$ cat src/rtl/appr_pkg.sv
// Shared definitions for the approximate multiplier datapath: FSM encoding and
// default operand/mantissa/shift-count widths.
package appr_pkg;

  typedef enum logic [1:0] {
    IDLE  = 2'b00,
    SHIFT = 2'b01,
    DONE  = 2'b10
  } state_t;

  localparam int OPERAND_W   = 16;
  localparam int MANT_W      = 8;
  localparam int SHIFT_CNT_W = 4;

endpackage

$ cat src/rtl/appr_operand_normalizer_shift_counter.sv
// Up-counter with synchronous clear and enable; clear wins over enable.
module shift_counter #(
  parameter int CNT_W = 4
) (
  input  logic             clk,
  input  logic             rst,
  input  logic             clr,
  input  logic             en,
  output logic [CNT_W-1:0] cnt
);

  always_ff @(posedge clk or posedge rst) begin
    if (rst) begin
      cnt <= '0;
    end else if (clr) begin
      cnt <= '0;
    end else if (en) begin
      cnt <= cnt + 1'b1;
    end
  end

endmodule

$ cat src/rtl/appr_operand_normalizer.sv
// Normalises one unsigned operand by left-shifting until the MSB is set, then
// reports the top KEEP bits, the shift count and a zero flag.
//
// Handshake: start is sampled only in IDLE; data_in is captured on that same
// edge. done is a one-cycle Moore pulse in DONE and the results stay valid from
// then until the next accepted start. busy is high in SHIFT and DONE, and any
// start seen while busy is dropped.
module appr_operand_normalizer
  import appr_pkg::*;
#(
  parameter int WIDTH = OPERAND_W,
  parameter int KEEP  = MANT_W,
  parameter int CNT_W = SHIFT_CNT_W
) (
  input  logic             clk,
  input  logic             rst,
  input  logic             start,
  input  logic [WIDTH-1:0] data_in,
  output logic             busy,
  output logic             done,
  output logic [KEEP-1:0]  mant_out,
  output logic [CNT_W-1:0] shift_cnt,
  output logic             zero_flag,
  output state_t           fsm_state
);

  state_t           state_q;
  state_t           state_d;
  logic [WIDTH-1:0] shift_reg;
  logic             zero_q;
  logic             accept;
  logic             reg_zero;
  logic             reg_msb;
  logic             do_shift;

  assign accept   = (state_q == IDLE) && start;
  assign reg_zero = (shift_reg == '0);
  assign reg_msb  = shift_reg[WIDTH-1];
  assign do_shift = (state_q == SHIFT) && !reg_zero && !reg_msb;

  // State register
  always_ff @(posedge clk or posedge rst) begin
    if (rst) begin
      state_q <= IDLE;
    end else begin
      state_q <= state_d;
    end
  end

  // Next-state logic; an unused encoding falls back to IDLE
  always_comb begin
    state_d = IDLE;
    case (state_q)
      IDLE:    state_d = start ? SHIFT : IDLE;
      SHIFT:   state_d = (reg_zero || reg_msb) ? DONE : SHIFT;
      DONE:    state_d = IDLE;
      default: state_d = IDLE;
    endcase
  end

  // Moore outputs
  always_comb begin
    busy = 1'b0;
    done = 1'b0;
    case (state_q)
      SHIFT: busy = 1'b1;
      DONE: begin
        busy = 1'b1;
        done = 1'b1;
      end
      default: begin
        busy = 1'b0;
        done = 1'b0;
      end
    endcase
  end

  always_ff @(posedge clk or posedge rst) begin
    if (rst) begin
      shift_reg <= '0;
    end else if (accept) begin
      shift_reg <= data_in;
    end else if (do_shift) begin
      shift_reg <= shift_reg << 1;
    end
  end

  // A zero operand never shifts, so the count is left at its cleared value
  always_ff @(posedge clk or posedge rst) begin
    if (rst) begin
      zero_q <= 1'b0;
    end else if (accept) begin
      zero_q <= 1'b0;
    end else if ((state_q == SHIFT) && reg_zero) begin
      zero_q <= 1'b1;
    end
  end

  shift_counter #(
    .CNT_W(CNT_W)
  ) u_shift_counter (
    .clk(clk),
    .rst(rst),
    .clr(accept),
    .en (do_shift),
    .cnt(shift_cnt)
  );

  assign mant_out  = shift_reg[WIDTH-1 -: KEEP];
  assign zero_flag = zero_q;
  assign fsm_state = state_q;

endmodule

$ cat config.mk
export PLATFORM = sky130hd
export DESIGN_NAME = appr_operand_normalizer
export DESIGN_NICKNAME = d
export VERILOG_FILES = /design/src/rtl/appr_pkg.sv /design/src/rtl/appr_operand_normalizer_shift_counter.sv /design/src/rtl/appr_operand_normalizer.sv
export SDC_FILE = /design/constraint.sdc
export NUM_CORES = 1
export LEC_CHECK = 0
export BUFFER_PORTS_ARGS = -buffer_cell sky130_fd_sc_hd__buf_2
export CORE_ASPECT_RATIO = 0.75
export CORE_UTILIZATION = 45
export CTS_CLUSTER_DIAMETER = 40
export DETAILED_ROUTE_END_ITERATION = 7
export GPL_ROUTABILITY_DRIVEN = 0
export PLACE_DENSITY = 0.74
export SLEW_MARGIN = 20
export SYNTH_ARGS = -nofsm -noshare
export SYNTH_HDL_FRONTEND = slang
export SYNTH_SLANG_ARGS = --single-unit
$ cat constraint.sdc
create_clock -name clk -period 1.54 [get_ports clk]
set_input_delay 0.308 -clock clk [delete_from_list [all_inputs] [get_ports clk]]
set_output_delay 0.308 -clock clk [all_outputs]
set_load 0.02 [all_outputs]
# --- Yosys cells after proc, flatten, opt, wreduce, memory -nomap -nowiden ---
# Cells that the tools add are included.
word_totals:
  rom_bits: 0
  wordCells: 30
  latch_bits: 0
  ramBits: 0
  inputBits: 19
  ff_bits: 23
  output_inout_bits: 17
  mem_count: 0
op_classes:
  eq_ne: 2
  n_bitwise: 0
  n_mul: 0
  mux: 11
  n_div: 0
  shifts: 0
  addsub: 1
  order_cmp: 0
  n_reduce_logical: 12
op_table:
  columns: ["operator", "n"]
  rows:
  - ["2-to-1 mux 16 bit", 2]
  - ["zero test 16 bit", 1]
  - ["2-to-1 mux 4 bit", 2]
  - ["2-to-1 mux 1 bit", 5]
  - ["adder 4 x 1 -> 4 bit (second input constant)", 1]
  - ["logical AND 1 bit", 4]
  - ["one-hot mux 2 bit (2 select lines)", 1]
  - ["nonzero test 2 bit", 2]
  - ["== test 2 x 1 -> 1 bit (second input constant)", 1]
  - ["== test 2 bit (second input constant)", 1]
  - ["zero test 1 bit", 2]
  - ["zero test 2 bit", 1]
  - ["2-to-1 mux 2 bit", 1]
  - ["OR reduction 2 bit", 1]
  - ["logical OR 1 bit", 1]

# --- Depth between registers and ports, before layout ---
# Gate-level depths: netlist of run 1.
depth:
  depth_word: 6
  mapped_depth: 7
  ltp_nobuf: 6

# --- Modules after synthesis ---
# Synthesis of run 1 repeated with hierarchy kept, for this count alone.
unflattened:
  hier_cells: 134
  hier_area_um2: 1431.4
modules_own_cells:
  columns: ["mod", "area_per_inst_um2", "cells_per_inst", "seq_area_each_um2", "instances"]
  rows:
  - ["appr_operand_normalizer", 1234.9, 117, 475.5, 1]
  - ["shift_counter", 196.4, 17, 100.1, 1]

# --- Least setup slack after synthesis of run 1 ---
# No wires, ideal clock.
synth_timing:
  path_kind: "register to register"
  start: "reg state_q[1] (netlist: fsm_state[1])"
  end: "reg shift_reg[10]"
  setup_slack_ns: -0.075
  arrival_time_ns: 1.488
  path_stages_with_launch: 7
  path_buffers: 1
  path_cell_list: "dfrtp_1 inv_1 ha_1 and2b_1 clkbuf_1 a221oi_1 nor2_1"
synth_between:
  elab_chain_len: 4
synth_lines:
  columns: ["element", "line", "source"]
  rows:
  - ["from (decl)", "appr_operand_normalizer.sv:27", "state_t state_q;"]
  - ["from (signal assigned)", "appr_operand_normalizer.sv:46", "state_q <= state_d;"]
  - ["== test 2 x 1 -> 1 bit", "appr_operand_normalizer.sv:39", "assign do_shift = (state_q == SHIFT) && !reg_zero && !reg_msb;"]
  - ["logical AND 1 bit (2 in series)", "appr_operand_normalizer.sv:39", null]
  - ["nonzero test 2 bit (no source line)", null, null]
  - ["to (signal assigned)", "appr_operand_normalizer.sv:82", "shift_reg <= data_in;"]
  - ["to (signal assigned)", "appr_operand_normalizer.sv:84", "shift_reg <= shift_reg << 1;"]
  - ["to (decl)", "appr_operand_normalizer.sv:29", "logic [WIDTH-1:0] shift_reg;"]
# Several ways; a longest one is shown, not always the timed one.
# A chain may end at the register's enable or synchronous reset.

# --- Worst setup path after layout of run 1 ---
layout_timing:
  start: "reg shift_reg[11]"
  end: "reg u_shift_counter.cnt[0]"
layout_between:
  elab_chain_len: 5
layout_lines:
  columns: ["element", "line", "source"]
  rows:
  - ["zero test 16 bit", "appr_operand_normalizer.sv:37", "assign reg_zero = (shift_reg == '0);"]
  - ["zero test 1 bit", "appr_operand_normalizer.sv:39", null]
  - ["logical AND 1 bit (2 in series)", "appr_operand_normalizer.sv:39", null]
  - ["nonzero test 2 bit (no source line)", null, null]
  - ["to (signal assigned)", "appr_operand_normalizer_shift_counter.sv:18", "cnt <= cnt + 1'b1;"]
  - ["to (decl)", "appr_operand_normalizer_shift_counter.sv:9", "output logic [CNT_W-1:0] cnt"]
# No other way between the ends.

==> results of run 1 <==
[where the power goes]
part / internal (mW) / total, mW / switching, mW / leakage (nW)
sequential: 0.877 / 1.24 / 0.364 / 0.274
clock: 0.101 / 0.271 / 0.170 / 0.0150
combinational: 0.964 / 2.06 / 1.10 / 0.458
total: 1.94 / 3.57 / 1.63 / 0.747
[metrics by stage]
stage          instance area [um2]  cells  hold WS, ps  utilization  setup slack [ps]
5_1_grt                       1650    197         18.3        0.689             -83.7
4_1_cts                       1560    196         8.90        0.650             -5.41
2_1_floorplan                 1200    119          310            -              13.8
3_5_place_dp                  1450    189          363        0.602             -36.3
6_report                      1650    197         11.4        0.689             -4.35
3_3_place_gp                  1450    189          358        0.602              11.7
[cells in the final DEF (no fill, tap or decap), drive strengths merged]
cell and count:
and2 1, mux2i 1, nor4 4, and2b 1, clkbuf 4, a221oi 14, a41o 4, nand2b 1
and4 1, o21a 1, dfrtp 23, a21oi 3, nor2 30, or3 2, ha 4, nand3 3
nand2 6, inv 4, o21ai 4, buf 51, xor2 1
[path summary, 6_finish.rpt]
path	from	to	slack, ps	cells past startpoint
worst min-delay path	rst	u_shift_counter.cnt[3]$_DFFE_PP0P_	10	3
max in group asynchronous	rst	fsm_state[1]$_DFF_PP0_	1290	3
worst min register to register	zero_flag$_DFFE_PP0P_	zero_flag$_DFFE_PP0P_	510	2
min in group clk	data_in[0]	shift_reg[0]$_DFFE_PP0P_	190	3
worst max-delay path	shift_reg[11]$_DFFE_PP0P_	u_shift_counter.cnt[0]$_DFFE_PP0P_	-4	4
worst max register to register	shift_reg[11]$_DFFE_PP0P_	u_shift_counter.cnt[0]$_DFFE_PP0P_	-4	4
[final cells by class]
type / count / area [um2]
inverter: 4 / 15.0
tap: 34 / 42.5
fill: 198 / 748
clock buffer: 4 / 26.3
timing repair buffer: 51 / 324
sequential: 23 / 578
multi-input combinational: 81 / 668
[cells by family after synthesis]
logic type	synth area share
xor gates and xnor gates	0.00739
buffers and inverters	0.0949
adders and majority gates	0.0422
and+or+nand+nor	0.205
AOI/OAI and AO/OA	0.157
muxes	0.00844
DFF	0.485
[layer usage]
layer | global-route usage | vias up | part of all wire
li1 | - | 520 | -
met1 | 0.292 | 527 | 0.46
met2 | 0.346 | 41 | 0.47
met3 | 0.0618 | 4 | 0.062
met4 | 0.0409 | 0 | 0.0079
met5 | 0 | - | 0
[tightest hold or removal path, cell delays in order]
cell and delay [ps]:
buf_2 90, inv_1 40, buf_4 280
[timing repair]
action / 4_1_cts / 5_1_grt
setup buffers: 0 / 1
endpoints found under the setup margin: 4 / 18
gates resized for setup: 10 / 18
pin swaps: 3 / 6
cloned: 3 / 0
hold endpoints to repair: 0 / 0
==> flow_summary_export.csv, run 1 <==
group,metric,value,unit
setup_path,slowest_delay,440,ps
yosys,syn_area_per_cell,9.97,um2
sta,maxSlewHeadroom,0.745,
yosys,synth.most_common_cell,"nor2_1",
power_and_ir_drop,power.total,3.57,mW
routing,drc,0,
sta,worst_slew_pin_slew,380,ps
clock_tree,clk_root_buffer_cell,"clkbuf_4",
yosys,synth_top_area_share,0.485,
yosys,ys_ff_latch,23,
placed_design,port_buffers,35,
clock_tree,htree_levels,1,
job,max-cap-violations,0,
die,die_y,46.5,um
placed_design,hpwl,1820,um
clock_tree,clockBufferDepth,2,
routing,vias,1092,
setup_path,endpoint_kind,"register",
power_and_ir_drop,vdd_drop_max,0.871,mV
sta,rsz0062_at_grt,"true",
worst_hold_path,hold_path.class,"in -> async",
yosys,synthCells,119,
grt,first_global_vias,961,
sta,setup_viol,3,
layout,n_antenna_cell,0,
grt,grt_pass1_wl,4330,um
clock_tree,cts_tree,"built",
yosys,yosys-top-cells-area,"dfrtp_1 49%, a221oi_1 10%, nor2_1 9.5%, buf_4 5.1%, ha_1 4.2%",
sta,fin_skew,10.9,ps
clock_tree,path_clk_slew,120,ps
setup_path,start_kind,"register",
grt,gr-total-overflow,0,
yosys,synth_edf_count,0,
clock_tree,cts_buffers,3,
setup_path,critical-path-slowest-cell,"dfrtp_1",
die,core_area,0.00240,mm2
setup_path,crit_required,1740,ps
routing,detail_route.vias_per_cell,5.54,
setup_path,crit_buf_inv,0,
die,pin_count,36,
setup_path,cp_top_family,"simple AND/OR/NAND/NOR gates",
layout,syn_to_final_growth,39.5,%
setup_path,path_cells,"nor4_4, a41o_2, xor2_1, nor2_1",
sta,timing.final.max_slew_violations,0,
sta,fin_crit,1540,ps
sta,setup_tns,-9.75,ps
power_and_ir_drop,p_leak,0.747,nW
yosys,synthArstFlopShare,1.00,
sta,fmax,0.648,GHz
layout,largest_reg_flops,16,
routing,ant_nets,0,
yosys,synth_ff_type,"dfrtp_1",
die,initial_utilization,0.494,
routing,wl_per_cell,14.7,um
setup_path,critPathMaxFanout,6,
yosys,ys_types,23,
die,die_w,61.3,um
yosys,synth_nets,142,
power_and_ir_drop,pwr_density_cell,2160,mW/mm2
grt,grt_max_degree,24,
routing,first_pass_iters,4,
outcome,status,"complete, but fails checks",
grt,grt_usage,0.215,
yosys,synth.largest_area_cell,"dfrtp_1",
yosys,yosys_warnings,0,
die,die-area,0.00285,mm2
layout,nets,187,
routing,wl,2900,um
yosys,netlist_top_cells_count,"30 x nor2_1, 23 x dfrtp_1, 14 x a221oi_1",
yosys,yosysSeqAreaShare,0.485,
clock_tree,clk_latency,310,ps
routing,drt-initial-drc-count,30,
die,rows,15,
sta,setup_ws,-4.35,ps
sta,hold_viol_final,0,
setup_path,crit_arrival,1740,ps
grt,antenna_found_initial,0,
layout,drive_gt1_frac,0.515,
setup_path,path_class,"reg -> reg",
clock_tree,hold_buffers,0,
yosys,syn_area,0.00119,mm2
outcome,violations,"negative setup slack",
clock_tree,cts.sinks,23,
sta,final.period_utilization,1.00,
(Power assumes the default switching activity.)
==> run 2: changes to the inputs <==
TNS_END_PERCENT = 10   (was unset)
==> run 2 against run 1 <==
Effect of this change: core utilization shrank 3.3 points; via count shrank 3.4%; largest power group unchanged; critical path type unchanged; fmax shrank 1.2%; cell count shrank 1.5%; the flow still finishes with violations (negative setup slack); critical endpoint is now u_shift_counter.cnt[2]$_DFFE_PP0P_.
==> flow_summary_export.csv, run 2 (same netlist as run 1, synthesis figures left out) <==
group,metric,value,unit
outcome,status,"complete, but fails checks",
outcome,violations,"negative setup slack",
clock_tree,path_clk_slew,120,ps
sta,fin_crit,1560,ps
setup_path,path_class,"reg -> reg",
sta,fmax,0.640,GHz
sta,fin_hold_ws,13.1,ps
routing,vias,1055,
power_and_ir_drop,pwr_density_cell,2130,mW/mm2
sta,worst_slew_pin_slew,301,ps
routing,detail_route.vias_per_cell,5.44,
routing,first_pass_iters,4,
setup_path,crit_arrival,1800,ps
placed_design,hpwl,1820,um
sta,hold_viol_final,0,
grt,antenna_found_initial,0,
grt,gr-total-overflow,0,
placed_design,place_inst,189,
clock_tree,cts_setup_buffers,0,
sta,rsz0062_at_grt,"true",
routing,ant_nets,0,
power_and_ir_drop,p_leak,0.719,nW
placed_design,dp_slack,-36.3,ps
clock_tree,cts.sinks,23,
sta,final.period_utilization,1.01,
routing,wl_per_cell,13.8,um
layout,final_cells,194,
die,pin_count,36,
job,max-cap-violations,0,
die,core_area,0.00240,mm2
sta,maxSlewHeadroom,0.798,
clock_tree,clockBufferDepth,2,
worst_hold_path,hold_path.class,"in -> async",
grt,grt_usage,0.203,
sta,setup_viol,3,
layout,final_common_cell,"buf_2",
routing,wl,2670,um
die,rows,15,
die,initial_utilization,0.494,
die,die-area,0.00285,mm2
layout,final_cell_mix,"33 x buf_2, 30 x nor2_1, 21 x dfrtp_1",
placed_design,port_buffers,35,
layout,n_antenna_cell,0,
clock_tree,cts_buffers,3,
grt,first_global_vias,922,
layout,syn_to_final_growth,32.7,%
setup_path,start_kind,"register",
die,die_w,61.3,um
grt,grt_pass1_wl,4100,um
clock_tree,clk_latency,310,ps
layout,largest_reg_flops,16,
layout,nets,184,
die,die_y,46.5,um
layout,drive_gt1_frac,0.444,
sta,fin_skew,9.99,ps
routing,drc,0,
clock_tree,cts_tree,"built",
grt,grt_max_degree,24,
setup_path,crit_required,1780,ps
sta,setup_ws,-22.9,ps
clock_tree,hold_buffers,0,
setup_path,critPathMaxFanout,11,
setup_path,endpoint_kind,"register",
sta,timing.final.max_slew_violations,0,
layout,final_util,0.655,
power_and_ir_drop,vdd_drop_max,0.838,mV
routing,drt-initial-drc-count,35,
clock_tree,clk_root_buffer_cell,"clkbuf_4",
clock_tree,htree_levels,1,
## run 2: worst paths after layout
kind / from / slack [ps] / to / cells past startpoint
max in group asynchronous: rst / 1280 / fsm_state[1]$_DFF_PP0_ / 3
min in group clk: data_in[0] / 180 / shift_reg[0]$_DFFE_PP0P_ / 3
max reg2reg: fsm_state[1]$_DFF_PP0_ / -20 / u_shift_counter.cnt[2]$_DFFE_PP0P_ / 6
min reg2reg: zero_flag$_DFFE_PP0P_ / 510 / zero_flag$_DFFE_PP0P_ / 2
min: rst / 10 / shift_reg[0]$_DFFE_PP0P_ / 3
max: fsm_state[1]$_DFF_PP0_ / -20 / u_shift_counter.cnt[2]$_DFFE_PP0P_ / 6
## run 2: area by class of cell
cell class                      count  area (um2)
Fill cell                         217         828
Multi-Input combinational cell     79         599
Sequential cell                    23         578
Timing Repair Buffer               50         313
Tap cell                           34        42.5
Clock buffer                        4        26.3
Inverter                            4        15.0
## run 2: power breakdown
part	internal [mW]	leakage (nW)	switching [mW]
Combinational	0.868	0.430	1.00
Clock	0.101	0.0150	0.172
Sequential	0.878	0.274	0.330
## run 2: worst max-delay path, stage by stage, from the launching register on
cell and delay [ps]:
dfrtp_2 430, inv_2 70, ha_4 140, nand2b_1 90
a41o_4 300, or3_1 330, a21oi_2 130
## run 2: repair_timing
| action | CTS | global route |
|---|---|---|
| hold endpoints to repair | 0 | 0 |
| gates cloned | 1 | 0 |
| gates resized for setup | 3 | 13 |
| pin swaps | 2 | 1 |
| endpoints found under the setup margin | 4 | 23 |
## run 2: per-stage QoR
stage	setup TNS, ps	cell area (um2)	power [mW]
global placement	0	1450	2.78
finish	-42.0	1570	3.35
global route	-674	1570	3.60
floorplan	0	1200	2.34
CTS	-44.4	1500	3.17
detailed placement	-68.7	1450	2.82
## run 2: per-layer routing
layer	vias up	global-route usage	share of wire
li1	502	-	-
met1	509	0.266	0.44
met2	42	0.330	0.48
met3	2	0.0646	0.074
met4	0	0.0409	0.0052
met5	-	0	0
